--- src/rtl/ready_delay_pkg.sv ---
// ready_delay_pkg: shared state encoding and constants for the ready_delay
// skid-buffer stage.
package ready_delay_pkg;

    // Occupancy-oriented states: EMPTY (no word), BUSY (OUT holds a word),
    // FULL (OUT and SKD both hold words, upstream is stalled).
    typedef enum logic [1:0] {
        RD_EMPTY = 2'd0,
        RD_BUSY  = 2'd1,
        RD_FULL  = 2'd2
    } rd_state_t;

    // Level of ready_o whenever the stage has room for another word.
    localparam logic RD_IDLE_READY = 1'b1;

endpackage

--- src/rtl/sat_counter.sv ---
// sat_counter: saturating up-counter with synchronous clear that takes
// priority over increment. Used for the optional stage statistics.
module sat_counter #(
    parameter int CNT_W = 32
) (
    input  logic             clk_i,
    input  logic             arst_n_i,
    input  logic             clr_i,
    input  logic             inc_i,
    output logic [CNT_W-1:0] cnt_o
);

    logic [CNT_W-1:0] cnt_q;

    // Count events, holding at all-ones instead of wrapping.
    always_ff @(posedge clk_i or negedge arst_n_i) begin
        if (!arst_n_i) begin
            cnt_q <= '0;
        end else if (clr_i) begin
            cnt_q <= '0;
        end else if (inc_i && (cnt_q != {CNT_W{1'b1}})) begin
            cnt_q <= cnt_q + 1'b1;
        end
    end

    assign cnt_o = cnt_q;

endmodule

--- src/rtl/ready_delay.sv ---
// ready_delay: two-entry skid buffer that registers the backward (ready)
// path. ready_o is decoded from the state register only, so there is no
// combinational path from ready_i to ready_o. Full throughput, in order.
// Optional statistics counters are built when READY_DELAY_STATS_EN is defined.
module ready_delay
    import ready_delay_pkg::*;
#(
    parameter int DATA_W = 32,
    parameter int CNT_W  = 32
) (
    input  logic              clk_i,
    input  logic              arst_n_i,
    input  logic [DATA_W-1:0] data_i,
    input  logic              valid_i,
    output logic              ready_o,
    output logic [DATA_W-1:0] data_o,
    output logic              valid_o,
    input  logic              ready_i
`ifdef READY_DELAY_STATS_EN
    ,
    input  logic              clr_stats_i,
    output logic [CNT_W-1:0]  xfer_cnt_o,
    output logic [CNT_W-1:0]  stall_cnt_o
`endif
);

    rd_state_t         state_q;
    rd_state_t         state_d;
    logic [DATA_W-1:0] out_q;
    logic [DATA_W-1:0] skd_q;
    logic              in_fire;
    logic              out_fire;
    logic              load_out;
    logic              out_from_skd;
    logic              load_skd;

    assign ready_o  = (state_q == RD_FULL) ? ~RD_IDLE_READY : RD_IDLE_READY;
    assign valid_o  = (state_q != RD_EMPTY);
    assign data_o   = out_q;
    assign in_fire  = valid_i && ready_o;
    assign out_fire = valid_o && ready_i;

    // State register.
    always_ff @(posedge clk_i or negedge arst_n_i) begin
        if (!arst_n_i) begin
            state_q <= RD_EMPTY;
        end else begin
            state_q <= state_d;
        end
    end

    // Next-state and register-load decode; OUT always keeps the older word.
    always_comb begin
        state_d      = state_q;
        load_out     = 1'b0;
        out_from_skd = 1'b0;
        load_skd     = 1'b0;
        case (state_q)
            RD_EMPTY: begin
                if (in_fire) begin
                    load_out = 1'b1;
                    state_d  = RD_BUSY;
                end
            end
            RD_BUSY: begin
                if (in_fire && out_fire) begin
                    load_out = 1'b1;
                end else if (in_fire) begin
                    load_skd = 1'b1;
                    state_d  = RD_FULL;
                end else if (out_fire) begin
                    state_d  = RD_EMPTY;
                end
            end
            RD_FULL: begin
                if (out_fire) begin
                    load_out     = 1'b1;
                    out_from_skd = 1'b1;
                    state_d      = RD_BUSY;
                end
            end
            default: begin
                state_d = RD_EMPTY;
            end
        endcase
    end

    // Output register: refilled from the input or promoted from the skid slot.
    always_ff @(posedge clk_i or negedge arst_n_i) begin
        if (!arst_n_i) begin
            out_q <= '0;
        end else if (load_out) begin
            out_q <= out_from_skd ? skd_q : data_i;
        end
    end

    // Skid register: catches the word accepted while the output is stalled.
    always_ff @(posedge clk_i or negedge arst_n_i) begin
        if (!arst_n_i) begin
            skd_q <= '0;
        end else if (load_skd) begin
            skd_q <= data_i;
        end
    end

`ifdef READY_DELAY_STATS_EN
    sat_counter #(.CNT_W(CNT_W)) u_xfer_cnt (
        .clk_i    (clk_i),
        .arst_n_i (arst_n_i),
        .clr_i    (clr_stats_i),
        .inc_i    (out_fire),
        .cnt_o    (xfer_cnt_o)
    );

    sat_counter #(.CNT_W(CNT_W)) u_stall_cnt (
        .clk_i    (clk_i),
        .arst_n_i (arst_n_i),
        .clr_i    (clr_stats_i),
        .inc_i    (valid_o && !ready_i),
        .cnt_o    (stall_cnt_o)
    );
`endif

endmodule

--- config.mk ---
export PLATFORM = sky130hd
export DESIGN_NAME = ready_delay
export DESIGN_NICKNAME = d
export VERILOG_FILES = /design/src/rtl/ready_delay_pkg.sv /design/src/rtl/sat_counter.sv /design/src/rtl/ready_delay.sv
export SDC_FILE = /design/constraint.sdc
export NUM_CORES = 1
export LEC_CHECK = 0
export CAP_MARGIN = 20
export CORE_UTILIZATION = 50
export CTS_CLUSTER_SIZE = 40
export DETAILED_ROUTE_END_ITERATION = 12
export GPL_ROUTABILITY_DRIVEN = 0
export GPL_TIMING_DRIVEN = 0
export HOLD_SLACK_MARGIN = 0.05
export PLACE_DENSITY = 0.8
export SLEW_MARGIN = 20
export SYNTH_ARGS = -nofsm -noshare
export SYNTH_HDL_FRONTEND = slang
export SYNTH_SLANG_ARGS = --single-unit
--- constraint.sdc ---
create_clock -name clk_i -period 1.7 [get_ports clk_i]
set_input_delay 0.51 -clock clk_i [delete_from_list [all_inputs] [get_ports clk_i]]
set_output_delay 0.51 -clock clk_i [all_outputs]
set_load 0.02 [all_outputs]
==> qor.tcl, run 1 <==
set qor(initialDrtViolationCount) 50
set qor(first_global_vias) 1980
set qor(clock_path_buffers) 2
set qor(worstMarginPinSlew_ps) 335.3
set qor(cp-startpoint) {state_q[0]}
set qor(min_period_over_period) 1.004
set qor(final-hold-violation-count) 0
set qor(timing.setup.critical_path_class) {reg -> out}
set qor(power.density_cell_area_nw_per_um2) 1294
set qor(initial_utilization) 0.5303
set qor(grt_antenna_before_repair) 0
set qor(detailedPlacementHpwl_um) 3814
set qor(failed_checks) {negative setup slack}
set qor(synth-warning-count) 0
set qor(rr_startpoint) {state_q[1]}
set qor(rows) 27
set qor(die_height_um) 79.35
set qor(holdBufCountCts) 0
set qor(design.core.area_um2) 5642
set qor(critPathCaptureType) {output port}
set qor(grt_setup_unrepaired) {true}
set qor(yosysSeqAreaShare) 0.5521
set qor(mostFrequentLayoutCell) {sky130_fd_sc_hd__mux2_2}
set qor(setup_ws_ps) -6.980
set qor(required_ps) 1190
set qor(dr.pass1.iters) 4
set qor(worst-path-max-fanout) 4
set qor(min_period_ps) 1707
set qor(ys_seq_elements) 66
set qor(finalWirelength_um) 5675
set qor(grt_start_max_net_pins) 42
set qor(numClockSinks) 66
set qor(drive_gt1_frac) 0.5072
set qor(grt_overflow_total) 0
set qor(cap_violations) 0
set qor(grt_pass1_wl_um) 9646
set qor(synth_flop_cell) {sky130_fd_sc_hd__dfrtp_1}
set qor(topRoutingLayerUsed) {met4}
set qor(timing.slew.headroom) 0.7765
set qor(setup_violating_endpoint_count_in_the_final_report) 2
set qor(routed-via-count) 1783
set qor(post-route-drc-count) 0
set qor(synth_area_um2) 2992
set qor(grt_usage) 0.2074
set qor(drt-wirelength-per-cell_um) 16.21
set qor(cts-root-buf) {sky130_fd_sc_hd__clkbuf_8}
set qor(synth_cell_types) 18
set qor(finalMaxSlewViolations) 0
set qor(floorplan.die.width_um) 79.35
set qor(clock_tree_from_tritoncts) {yes}
set qor(fmax_mhz) 585.8
set qor(finish.utilization) 0.7230
set qor(met2_length_um) 2583
set qor(outcome) {complete, but fails checks}
set qor(antenna_cells) 0
set qor(hp-class) {in -> async}
set qor(final_cell_mix) {86 x sky130_fd_sc_hd__mux2_2, 64 x sky130_fd_sc_hd__dfrtp_1, 33 x sky130_fd_sc_hd__dlygate4sd2_1}
set qor(io_buffer_count) 69
set qor(detailroute.wirelength.met3_um) 335
set qor(skew_ps) 7.610
set qor(synth-async-reset-ratio) 1.000
set qor(worst_skew_pair.late_latency_ps) 340
set qor(wire_length_on_met1_um) 2650
set qor(syn-instance-count) 184
set qor(syn_avg_cell_area_um2) 16.26
set qor(route.detailed.vias_per_inst) 5.094
set qor(area_growth_syn_to_layout_pct) 36.34
set qor(leakage_nw) 1.793
set qor(clock_tree.htree_level_count) 3
set qor(worstSetupStartpointType) {flop}
set qor(clk_pin_slew_worst_paths_ps) 80
set qor(cts_buffers) 9
set qor(fp.dieArea_um2) 6296
set qor(drt.antenna.violating_nets) 0
set qor(place_worst_setup_slack_ps) -693.7
set qor(critPathArrivalTime_ps) 1200
set qor(power.ir.vdd_worst_mv) 0.7829
set qor(synth_enable_flop_cells) 0
set qor(synth_nets) 220
set qor(hold-worst-slack_ps) 66.02
set qor(io_pins) 70
set qor(number_of_nets_in_the_final_layout) 309
-- final timing paths --
path,to,slack (ps),depth (start not counted)
setup reg to reg,data_o[25],0,6
min in group clk_i,skd_q[6],490,1
hold reg to reg,skd_q[6],490,1
max in group asynchronous,data_o[30],1100,2
hold / removal,skd_q[20],70,1
setup / recovery,valid_o,-7,2
-- metal layers --
layer / GRT usage / vias up
met3: 0.05632 / 11
met4: 0.09273 / 0
met5: 0 / -
met2: 0.3147 / 56
li1: - / 837
met1: 0.2782 / 879
-- through the flow --
stage / cell area [um2] / std cells / TNS, ps / total power, mW
3_3_place_gp: 3772 / 325 / -177020 / 3.982
5_1_grt: 4079 / 350 / -424.0 / 5.570
6_report: 4079 / 350 / -9.193 / 5.278
3_5_place_dp: 3790 / 326 / -40930 / 4.046
2_1_floorplan: 2992 / 184 / 0 / 3.314
4_1_cts: 4061 / 350 / -45.77 / 5.326
-- logic make-up (layout without fill, tap and decap cells) --
| logic type | count (synthesis) | count (layout) | share of synthesized area |
|---|---|---|---|
| AOI/OAI and AO/OA | 4 | 4 | 0.01464 |
| buffers and inverters | 10 | 104 | 0.03680 |
| DFF | 66 | 66 | 0.5521 |
| muxes | 97 | 97 | 0.3760 |
| and+or+nand+nor | 7 | 7 | 0.02050 |
-- sequential cells by signal, summed over array words and instances, names as in the netlist --
| register | flops |
|---|---|
| data_o | 32 |
| skd_q | 32 |
| state_q | 2 |
-- layout make-up --
type                    instances  area (um2)
well taps                      72       90.09
fillers                       422        1563
clock buffers                  10       137.6
multi-input cells             108        1239
clock inverters                 6       66.31
repair buffers                 78       764.5
flip-flops and latches         66        1654
plain buffers                  10       127.6
-- Yosys cell counts (2+ instances only) --
master | n | area share
sky130_fd_sc_hd__mux2_2 | 86 | 0.32
sky130_fd_sc_hd__mux2_4 | 9 | 0.045
sky130_fd_sc_hd__a21oi_1 | 2 | 0.0033
sky130_fd_sc_hd__dfrtp_1 | 66 | 0.55
sky130_fd_sc_hd__buf_6 | 8 | 0.030
-- report_power, final --
part	internal, mW	switching (mW)	leakage (nW)
clock	0.716	0.622	0.0945
sequential	2.07	0.240	0.776
combinational	0.925	0.702	0.922
-- worst max-delay path, stage by stage, from the launching register on --
cell and delay, ps:
sky130_fd_sc_hd__dfrtp_2 420, sky130_fd_sc_hd__or2_2 310, sky130_fd_sc_hd__buf_6 130
-- what timing repair did --
action / 4_1_cts / 5_1_grt
setup buffers: 7 / 0
setup endpoints to repair: 98 / 21
gates cloned: 1 / 0
gates resized for setup: 53 / 5
pin swaps: 1 / 0
No activity file was read; power rests on OpenSTA's default activity.
==> run 2: changes to the inputs <==
- SETUP_SLACK_MARGIN: unset -> 0.5
==> qor.tcl, run 2 (synthesis results as in run 1) <==
set qor(initialDrtViolationCount) 88
set qor(seqCellArea_um2) 1654
set qor(antenna_cells) 0
set qor(io_pins) 70
set qor(min_period_over_period) 0.9848
set qor(first_global_vias) 2095
set qor(critPathCaptureType) {flop}
set qor(fp.dieArea_um2) 6296
set qor(worstMarginPinSlew_ps) 417.7
set qor(initial_utilization) 0.5303
set qor(cts-root-buf) {sky130_fd_sc_hd__clkbuf_8}
set qor(holdBufCountCts) 0
set qor(number_of_nets_in_the_final_layout) 339
set qor(worst-path-max-fanout) 10
set qor(grt_start_max_net_pins) 36
set qor(power.density_cell_area_nw_per_um2) 1297
set qor(place_worst_setup_slack_ps) -614.5
set qor(multi_input_comb_area_um2) 1455
set qor(worst_skew_pair.late_latency_ps) 340
set qor(setup_ws_ps) 25.84
set qor(finish.utilization) 0.8450
set qor(finish.cell_count_without_fillers) 380
set qor(timing.slew.headroom) 0.7216
set qor(required_ps) 1920
set qor(grt_overflow_total) 0
set qor(final_cell_mix) {65 x sky130_fd_sc_hd__mux2_4, 64 x sky130_fd_sc_hd__dfrtp_1, 37 x sky130_fd_sc_hd__buf_6}
set qor(setup_violating_endpoint_count_in_the_final_report) 0
set qor(grt_usage) 0.2328
set qor(total_power_mw) 6.183
set qor(cts_buffers) 9
set qor(grt_pass1_wl_um) 10750
set qor(clock_path_buffers) 2
set qor(cap_violations) 0
set qor(design.core.area_um2) 5642
set qor(route.detailed.vias_per_inst) 5.187
set qor(drt-wirelength-per-cell_um) 19.54
set qor(leakage_nw) 2.234
set qor(grt_antenna_before_repair) 0
set qor(worstSetupStartpointType) {flop}
set qor(skew_ps) 10.16
set qor(finish.instance_area_um2) 4767
set qor(clock_tree.htree_level_count) 3
set qor(die_height_um) 79.35
set qor(outcome) {completed}
set qor(fmax_mhz) 597.3
set qor(drt.antenna.violating_nets) 0
set qor(clock_tree_from_tritoncts) {yes}
set qor(post-route-drc-count) 0
set qor(floorplan.die.width_um) 79.35
set qor(critPathArrivalTime_ps) 1900
set qor(drive_gt1_frac) 0.6656
set qor(hp-class) {in -> async}
set qor(rows) 27
set qor(min_period_ps) 1674
set qor(numClockSinks) 66
set qor(clk_pin_slew_worst_paths_ps) 70
set qor(dr.pass1.iters) 4
set qor(io_buffer_count) 69
set qor(finalMaxSlewViolations) 0
set qor(power.ir.vdd_worst_mv) 0.7854
set qor(finalWirelength_um) 7427
set qor(layout.filler_cells) 264
set qor(timing.setup.critical_path_class) {reg -> reg}
set qor(hold-worst-slack_ps) 102.8
set qor(routed-via-count) 1971
set qor(grt_setup_unrepaired) {true}
set qor(final-hold-violation-count) 0
set qor(final.setup.tns_ps) 0
set qor(dpl_cell_area_um2) 4028
set qor(area_growth_syn_to_layout_pct) 59.35
set qor(dp_cells) 326
set qor(detailedPlacementHpwl_um) 3963
set qor(mostFrequentLayoutCell) {sky130_fd_sc_hd__mux2_4}
-- run 2: worst paths after layout --
| path | slack [ps] | startpoint | cells past startpoint | endpoint |
|---|---|---|---|---|
| worst max-delay path | 30 | state_q[1] | 6 | data_o[29] |
| worst min-delay path | 100 | arst_n_i | 1 | skd_q[2] |
| worst max register to register | 30 | state_q[1] | 6 | data_o[29] |
| worst min register to register | 510 | skd_q[1] | 1 | skd_q[1] |
| max in group asynchronous | 1070 | arst_n_i | 2 | data_o[18] |
| min in group clk_i | 480 | ready_i | 2 | state_q[1] |
-- run 2: critical path: stages (launching register included) --
cell and delay [ps]:
sky130_fd_sc_hd__dfrtp_2 400, sky130_fd_sc_hd__buf_6 140, sky130_fd_sc_hd__mux2i_2 320, sky130_fd_sc_hd__o2bb2ai_4 100, sky130_fd_sc_hd__buf_12 150, sky130_fd_sc_hd__buf_12 150, sky130_fd_sc_hd__mux2_4 300
-- run 2: final cells by class --
type / instances / area share
Multi-Input combinational cell: 108 / 0.3053
Timing Repair Buffer: 108 / 0.2512
Buffer: 10 / 0.03701
Clock inverter: 7 / 0.01470
Clock buffer: 9 / 0.02598
Sequential cell: 66 / 0.3470
Tap cell: 72 / 0.01890
-- run 2: report_power, final --
part           total, mW  internal [mW]  switching, mW
Clock               1.30          0.674          0.624
Combinational       2.47           1.62          0.847
Sequential          2.42           2.08          0.343
-- run 2: routing by layer --
layer | GRT usage | up-vias | routed length, um
li1 | - | 902 | -
met1 | 0.3161 | 1001 | 3393
met2 | 0.3647 | 57 | 3665
met3 | 0.04598 | 11 | 267
met4 | 0.09818 | 0 | 99
met5 | 0 | - | 0
-- run 2: repair_timing --
item | 4_1_cts | 5_1_grt
endpoints found under the setup margin | 100 | 99
buffers inserted | 19 | 13
pin swaps | 1 | 2
cloned | 3 | 3
gates resized for setup | 216 | 10
hold endpoints to repair | 0 | 0
